[src/rtl/line_burst_adaptor.sv]
`timescale 1ns/1ps
// line_burst_adaptor
//   Converts single cache-line read/write requests from the arbiter into
//   BEATS-long beat bursts on the physical memory port. One full line is
//   buffered in each direction.
// Ports
//   clk, rst_n              clock, asynchronous active-low reset
//   line_read, line_write   level requests, held until line_resp
//   line_addr, line_wdata   line byte address and write line
//   line_resp, line_rdata   one-cycle completion pulse, last read line (held)
//   pmem_read, pmem_write   burst requests, held for the whole burst
//   pmem_address            line-aligned burst address
//   pmem_wdata              current write beat
//   pmem_rdata, pmem_resp   read beat and per-beat handshake
module line_burst_adaptor #(
  parameter int unsigned LINE_W = 256,
  parameter int unsigned BEAT_W = 64,
  parameter int unsigned ADDR_W = 32
) (
  input  logic              clk,
  input  logic              rst_n,
  input  logic              line_read,
  input  logic              line_write,
  input  logic [ADDR_W-1:0] line_addr,
  input  logic [LINE_W-1:0] line_wdata,
  output logic              line_resp,
  output logic [LINE_W-1:0] line_rdata,
  output logic              pmem_read,
  output logic              pmem_write,
  output logic [ADDR_W-1:0] pmem_address,
  output logic [BEAT_W-1:0] pmem_wdata,
  input  logic [BEAT_W-1:0] pmem_rdata,
  input  logic              pmem_resp
);

  localparam int unsigned BEATS = LINE_W / BEAT_W;
  localparam int unsigned CNT_W = $clog2(BEATS);
  localparam int unsigned OFS   = $clog2(LINE_W / 8);

  typedef enum logic [1:0] {
    IDLE     = 2'd0,
    RD_BURST = 2'd1,
    WR_BURST = 2'd2,
    DONE     = 2'd3
  } state_t;

  state_t             state;
  logic [CNT_W-1:0]   beat_cnt;
  logic [LINE_W-1:0]  rbuf;
  logic [LINE_W-1:0]  wbuf;
  logic [LINE_W-1:0]  rd_line_c;
  logic [ADDR_W-1:0]  aligned_addr_c;
  logic               last_beat_c;
  logic               unused_addr_bits;

  assign aligned_addr_c   = {line_addr[ADDR_W-1:OFS], OFS'(0)};
  assign last_beat_c      = (beat_cnt == CNT_W'(BEATS - 1));
  assign unused_addr_bits = ^line_addr[OFS-1:0];

  // Read line with the incoming beat merged into its slot
  always_comb begin
    rd_line_c = rbuf;
    for (int k = 0; k < BEATS; k++) begin
      if (beat_cnt == CNT_W'(k)) begin
        rd_line_c[k*BEAT_W +: BEAT_W] = pmem_rdata;
      end
    end
  end

  // Burst FSM; every output is a register updated alongside the state
  always_ff @(posedge clk or negedge rst_n) begin
    if (!rst_n) begin
      state        <= IDLE;
      beat_cnt     <= '0;
      rbuf         <= '0;
      wbuf         <= '0;
      line_resp    <= 1'b0;
      line_rdata   <= '0;
      pmem_read    <= 1'b0;
      pmem_write   <= 1'b0;
      pmem_address <= '0;
      pmem_wdata   <= '0;
    end else begin
      case (state)
        IDLE: begin
          // Read has priority when both requests are present
          if (line_read) begin
            state        <= RD_BURST;
            beat_cnt     <= '0;
            pmem_read    <= 1'b1;
            pmem_address <= aligned_addr_c;
          end else if (line_write) begin
            state        <= WR_BURST;
            beat_cnt     <= '0;
            pmem_write   <= 1'b1;
            pmem_address <= aligned_addr_c;
            wbuf         <= line_wdata;
            pmem_wdata   <= line_wdata[BEAT_W-1:0];
          end
        end
        RD_BURST: begin
          if (pmem_resp) begin
            rbuf     <= rd_line_c;
            beat_cnt <= beat_cnt + CNT_W'(1);
            if (last_beat_c) begin
              state      <= DONE;
              pmem_read  <= 1'b0;
              line_resp  <= 1'b1;
              line_rdata <= rd_line_c;
            end
          end
        end
        WR_BURST: begin
          // wbuf shifts down so the next beat is always in the low slots
          if (pmem_resp) begin
            wbuf       <= wbuf >> BEAT_W;
            pmem_wdata <= wbuf[BEAT_W +: BEAT_W];
            beat_cnt   <= beat_cnt + CNT_W'(1);
            if (last_beat_c) begin
              state      <= DONE;
              pmem_write <= 1'b0;
              line_resp  <= 1'b1;
            end
          end
        end
        DONE: begin
          state     <= IDLE;
          line_resp <= 1'b0;
        end
        default: begin
          state <= IDLE;
        end
      endcase
    end
  end

endmodule
[config.mk]
export PLATFORM = sky130hd
export DESIGN_NAME = line_burst_adaptor
export DESIGN_NICKNAME = d
export VERILOG_FILES = /design/src/rtl/line_burst_adaptor.sv
export SDC_FILE = /design/constraint.sdc
export NUM_CORES = 1
export LEC_CHECK = 0
export CORE_MARGIN = 4
export CORE_UTILIZATION = 26
export CTS_BUF_LIST = sky130_fd_sc_hd__clkbuf_16
export DETAILED_ROUTE_END_ITERATION = 8
export REMOVE_ABC_BUFFERS = 1
export SYNTH_ARGS = -nofsm -noshare
export SYNTH_HDL_FRONTEND = slang
export SYNTH_SLANG_ARGS = --single-unit
[constraint.sdc]
create_clock -name clk -period 2.41 [get_ports clk]
set_input_delay 0.241 -clock clk [delete_from_list [all_inputs] [get_ports clk]]
set_output_delay 0.241 -clock clk [all_outputs]
set_load 0.01 [all_outputs]
==> run_results.csv, run 1 <==
group,metric,value,unit
setup_path,cp_max_fo,23,
setup_path,timing.rr.end,"wbuf[209]",
global_route,track_usage,16.2,%
power,p_seq_share,35.1,%
synthesis,synth_ff_type,"dfrtp_1",
sta,relSlewSlack,42.4,%
setup_path,slowest_stage,"dfrtp_1",
drt,vias_per_cell,4.64,
global_route,grt_pass1_wl,163000,um
drt,ant_nets,0,
clock_network,htreeDepth,3,
drt,routed_wl,109000,um
setup_path,r2r-start,"state[0]",
global_route,overflow,0,
clock_network,path_clk_slew,0.07,ns
sta,clock.fmax,440,MHz
placed_design,dp_cells,4954,
setup_path,critical_path_class,"reg2reg",
setup_path,max_stage_delay,0.40,ns
synthesis,synth_top_area_share,56.8,%
sta,drv_slew,0,
synthesis,synthCells,2774,
power,powerDensity,1370,nW/um^2
synthesis,avgSynthCellArea,11.7,um^2
power,p_int,39.2,mW
sta,tns,0,ns
setup_path,crit_chain,"inv_1 > ha_1 > a2bb2oi_4 > and3_4 > buf_12 > buf_12 > mux2_2",
synthesis,yosysWarnings,0,
setup_path,crit_top_cell,"buf_12",
finish,syn_to_final_growth,37.1,%
power,swShare,35.7,%
setup_path,startpoint,"state[0]",
setup_path,r2r_slack,0.14,ns
sta,hold_viol,0,
placed_design,gp_congestion,0.806,
clock_network,post_cts_buffers,0,
drt,post-route-drc-count,0,
clock_network,tritoncts,"done",
status,status,"completed",
sta,min_period,2.27,ns
power,irDropWorstVdd,858,uV
finish,multi_input_area,12600,um^2
clock_network,clockRootBuffer,"clkbuf_16",
finish,drive_gt1_share,15.8,%
setup_path,end_kind,"flop",
flow_run,maxCapViolCount,0,
power,power.share.clock,21.6,%
die,die-height,362,um
finish,nets,3775,
setup_path,critPathLaunchType,"flop",
sta,period_share,94.3,%
setup_path,critPathTopFamily,"buffers and inverters",
setup_path,reg2reg_depth,7,
sta,tightest_slew,0.863,ns
placed_design,port_buffers,701,
die,coreArea,124000,um^2
clock_network,cts_buffer_depth,3,
synthesis,yosys-top-cells-area,"dfrtp_1, mux2i_1, mux2_2",
global_route,grt_pass1_vias,24700,
drt,vias,23800,
die,io_pins,712,
clock_network,clk_latency,0.66,ns
synthesis,ys_seq_area_share,56.8,%
placed_design,hpwl,75400,um
clock_network,numCtsBuffers,88,
clock_network,clock_sinks,738,
synthesis,yosys.area.top_type,"dfrtp_1",
finish,final_cells,5118,
sta,skew,0.0333,ns
synthesis,synth_seq_cells,738,
synthesis,synth_area,32500,um^2
setup_path,cp.arrival,2.80,ns
finish,postLayoutCoreUtil,35.9,%
sta,setup_viol,0,
global_route,antenna_found_initial,13,
die,die_x,362,um
die,dieArea,131000,um^2
sta,grt_setup_unrepaired,"false",
synthesis,yosys.cell_types.count,31,
die,num_rows,129,
synthesis,synth_edf_count,0,
finish,nFillCells,12200,
finish,final_common_cell,"dfrtp_1",
finish,final_cell_mix,"dfrtp_1, clkdlybuf4s50_1, mux2i_1, nand2_1, mux2_2",
global_route,grt_max_degree,153,
power,power.switching,21.8,mW
setup_path,worst-path-buf-inv,3,
setup_path,required,2.93,ns
drt,first_iter_violations,1545,
finish,regArea,18500,um^2
drt,detail_route.wl_per_cell,21.4,um
worst_hold_path,hp-class,"in2async",
drt,dr.pass1.iters,7,
power,leakage,19.1,nW
synthesis,synth-async-reset-ratio,100,%
die,initial_core_util,26.2,%
power,combPwrFrac,43.3,%
-- sequential cells by signal, indices dropped and copies added (netlist names) --
| register | flops |
|---|---|
| line_rdata | 256 |
| state | 2 |
| line_resp | 1 |
| rbuf | 192 |
| pmem_wdata | 63 |
| pmem_read | 1 |
| wbuf | 193 |
| beat_cnt | 2 |
| pmem_address | 27 |
| pmem_write | 1 |
-- metal layers --
metal,vias up,track usage (%),part of all wire [%]
met5,-,0,0.056
met4,10,3.94,2.0
met3,114,5.78,8.8
met2,728,25.7,45
met1,11900,21.2,44
li1,11000,-,-
-- power by group through the flow --
stage	registers, mW	clock network, mW	logic, mW
floorplan	21.9	0	10.9
detailed placement	21.6	0	26.6
global placement	21.4	0	26.3
CTS	21.4	13.6	26.7
global route	22.1	14.1	28.8
finish	21.4	13.2	26.4
-- synth_stat cells (2+ instances only) --
cell / instances
a21oi_1: 192
a22o_1: 2
buf_4: 70
inv_1: 4
o21ai_0: 197
mux2_2: 253
nand3_1: 5
clkbuf_1: 106
nand2b_1: 6
buf_2: 102
dfrtp_1: 738
mux2_4: 30
nand2_1: 386
and3_1: 2
mux2i_1: 387
a31oi_1: 192
ha_1: 10
buf_6: 6
buf_1: 10
nor2b_1: 65
-- worst register-to-register path, cell delays in order, from the launching register on --
cell,delay [ns]
dfrtp_1,0.40
inv_1,0.21
ha_1,0.26
a2bb2oi_4,0.19
and3_4,0.25
buf_12,0.20
buf_12,0.25
mux2_2,0.37
-- worst max path at each step --
stage	to	slack, ns	depth (start not counted)
2_1_floorplan	wbuf[192]	-18.00	5
3_3_place_gp	wbuf[82]	0.23	8
3_5_place_dp	wbuf[128]	0.18	8
4_1_cts	wbuf[128]	0.13	8
5_1_grt	wbuf[249]	0.03	8
6_report	wbuf[209]	0.14	7
-- logic make-up after synthesis --
logic type	Yosys count	share of synthesized area, %
and+or+nand+nor	467	5.99
adders and majority gates	10	0.385
muxes	670	22.1
AOI/OAI and AO/OA	590	9.93
other	1	0.0115
DFF	738	56.8
buffers and inverters	298	4.78
-- repair_timing --
item | in CTS | in global routing
endpoints found under the setup margin | 0 | 3
hold buffers | 1 | 0
endpoints found under the hold margin | 240 | 0
resized for setup | 0 | 2
-- metrics by stage --
step / instance area [um^2] / total power, mW / hold WS (ns) / setup slack (ns)
floorplan: 31000 / 32.8 / -0.0546 / -18.00
global placement: 41700 / 47.6 / 0.192 / 0.232
detailed placement: 41700 / 48.2 / 0.193 / 0.178
CTS: 44500 / 61.8 / 0.0586 / 0.131
global route: 44500 / 64.9 / 0.0998 / 0.0274
finish: 44600 / 61.0 / 0.111 / 0.137
-- cell type report --
type / count / share of cell area, %
flip-flops and latches: 738 / 41.4
multi-input cells: 1742 / 28.3
repair buffers: 834 / 19.2
clock buffers: 89 / 5.00
well taps: 1637 / 4.60
clock inverters: 69 / 1.38
inverters: 4 / 0.0337
diodes: 5 / 0.0281
Power figures use the tool's default switching activity.
==> inputs of run 2 (changes only) <==
--- a/config.mk
+++ b/config.mk
@@ -5,10 +5,11 @@
 export SDC_FILE = /design/constraint.sdc
 export NUM_CORES = 1
 export LEC_CHECK = 0
-export CORE_MARGIN = 4
-export CORE_UTILIZATION = 26
+export CORE_AREA = 4 4 273 275
 export CTS_BUF_LIST = sky130_fd_sc_hd__clkbuf_16
 export DETAILED_ROUTE_END_ITERATION = 8
+export DIE_AREA = 0 0 277 279
+export PLACE_DENSITY = 0.72
 export REMOVE_ABC_BUFFERS = 1
 export SYNTH_ARGS = -nofsm -noshare
 export SYNTH_HDL_FRONTEND = slang
==> run 2 against run 1 <==
Combinational power about the same. Final area decreased by 3.0%. Non-clock buffer count decreased by 43. Critical endpoint is now wbuf[197].
==> run_results.csv, run 2 (same netlist as run 1, synthesis figures left out) <==
group,metric,value,unit
worst_hold_path,hp-class,"in2async",
power,p_total,59.8,mW
drt,ant_nets,0,
drt,first_iter_violations,1701,
sta,hold_viol,0,
finish,final_cell_mix,"dfrtp_1, clkdlybuf4s50_1, mux2i_1, nand2_1, mux2_2",
global_route,grt_max_degree,193,
clock_network,htreeDepth,3,
clock_network,path_clk_slew,0.06,ns
finish,syn_to_final_growth,33.0,%
sta,relSlewSlack,29.2,%
finish,final_common_cell,"dfrtp_1",
finish,nets,3724,
clock_network,clock_sinks,738,
setup_path,critical_path_class,"reg2reg",
die,die-height,279,um
sta,drv_slew,0,
sta,tns,0,ns
die,initial_core_util,44.9,%
finish,top_regs,"line_rdata: 256 flops, wbuf: 193 flops, rbuf: 192 flops",
die,coreArea,72300,um^2
power,irDropWorstVdd,1050,uV
flow_run,maxCapViolCount,0,
global_route,antenna_found_initial,8,
setup_path,startpoint,"state[0]",
power,swShare,35.4,%
die,io_pins,712,
finish,largest_reg_flops,256,
sta,min_period,2.30,ns
setup_path,r2r-start,"state[0]",
power,p_seq_share,35.8,%
setup_path,cp.arrival,2.78,ns
clock_network,clk_latency,0.62,ns
sta,setup_viol,0,
clock_network,tritoncts,"done",
global_route,grt_use_met3,7.66,%
global_route,track_usage,24.4,%
sta,period_share,95.6,%
global_route,use_met2,39.9,%
finish,regArea,18500,um^2
placed_design,port_buffers,701,
die,dieArea,77300,um^2
sta,clock.fmax,434,MHz
setup_path,required,2.89,ns
finish,multi_input_area,12600,um^2
global_route,grt-busiest-layer,"met2",
setup_path,r2r_slack,0.11,ns
finish,final_cells,4385,
die,num_rows,99,
power,power.share.clock,20.3,%
global_route,grt_pass1_wl,150000,um
power,p_int,38.7,mW
drt,vias_per_cell,5.47,
clock_network,post_cts_buffers,0,
power,leakage,18.8,nW
die,die_x,277,um
global_route,grt_pass1_vias,25200,
sta,skew,0.0251,ns
sta,tightest_slew,1.06,ns
power,power.switching,21.2,mW
finish,drive_gt1_share,14.5,%
setup_path,critPathLaunchType,"flop",
placed_design,gp_congestion,0.857,
drt,dr.pass1.iters,5,
drt,post-route-drc-count,0,
finish,largest_register,"line_rdata",
global_route,overflow,0,
drt,detail_route.wl_per_cell,22.2,um
global_route,grtUsageMet1,30.7,%
clock_network,numCtsBuffers,80,
finish,postLayoutCoreUtil,59.7,%
setup_path,end_kind,"flop",
clock_network,clockRootBuffer,"clkbuf_16",
drt,routed_wl,97500,um
power,powerDensity,1390,nW/um^2
finish,nFillCells,5783,
status,status,"completed",
clock_network,cts_buffer_depth,3,
placed_design,hpwl,65200,um
placed_design,dp_cells,4232,
power,combPwrFrac,43.9,%
setup_path,cp_max_fo,17,
drt,vias,24000,
==> run 2: layer usage <==
layer | up-vias | part of all wire (%)
li1 | 10900 | -
met1 | 12100 | 40
met2 | 820 | 48
met3 | 175 | 8.1
met4 | 6 | 3.7
met5 | - | 0.041
==> run 2: power by group through the flow <==
stage                     registers [mW]  logic (mW)  clock network (mW)
after global routing                22.0        28.3                13.0
final                               21.4        26.2                12.2
after detailed placement            21.5        26.1                   0
after CTS                           21.4        26.3                12.4
after global placement              21.2        25.3                   0
after floorplan                     21.9        10.9                   0
==> run 2: final timing paths <==
kind / cells past startpoint / end
worst max-delay path: 6 / wbuf[197]
worst min-delay path: 2 / line_rdata[80]
worst max register to register: 6 / wbuf[197]
worst min register to register: 2 / line_rdata[226]
max in group asynchronous: 3 / line_rdata[186]
min in group clk: 2 / pmem_address[10]
==> run 2: worst max-delay path, stage by stage, from the launching register on <==
cell and delay (ns):
dfrtp_1 0.40, inv_1 0.20, ha_1 0.34, a2bb2oi_4 0.17, and3_4 0.39, buf_4 0.32
mux2_2 0.37
==> run 2: metrics by stage <==
| step | setup WS (ns) | hold slack (ns) | instance area, um^2 |
|---|---|---|---|
| after floorplan | -18.00 | -0.0546 | 31000 |
| after global placement | 0.165 | 0.251 | 40500 |
| after detailed placement | 0.143 | 0.254 | 40500 |
| after CTS | 0.101 | 0.168 | 43200 |
| after global routing | -0.00939 | 0.199 | 43200 |
| final | 0.106 | 0.182 | 43200 |
==> run 2: layout make-up <==
cell class              instances  area share, %
repair buffers                791           19.2
clock buffers                  83           4.81
multi-input cells            1742           29.2
flip-flops and latches        738           42.7
clock inverters                61           1.21
well taps                     959           2.78
inverters                       4         0.0347
diodes                          7         0.0405
==> run 2: repair_timing <==
action / 4_1_cts / 5_1_grt
endpoints found under the setup margin: 0 / 8
hold buffers: 1 / 0
gates resized for setup: 0 / 2
endpoints found under the hold margin: 42 / 0
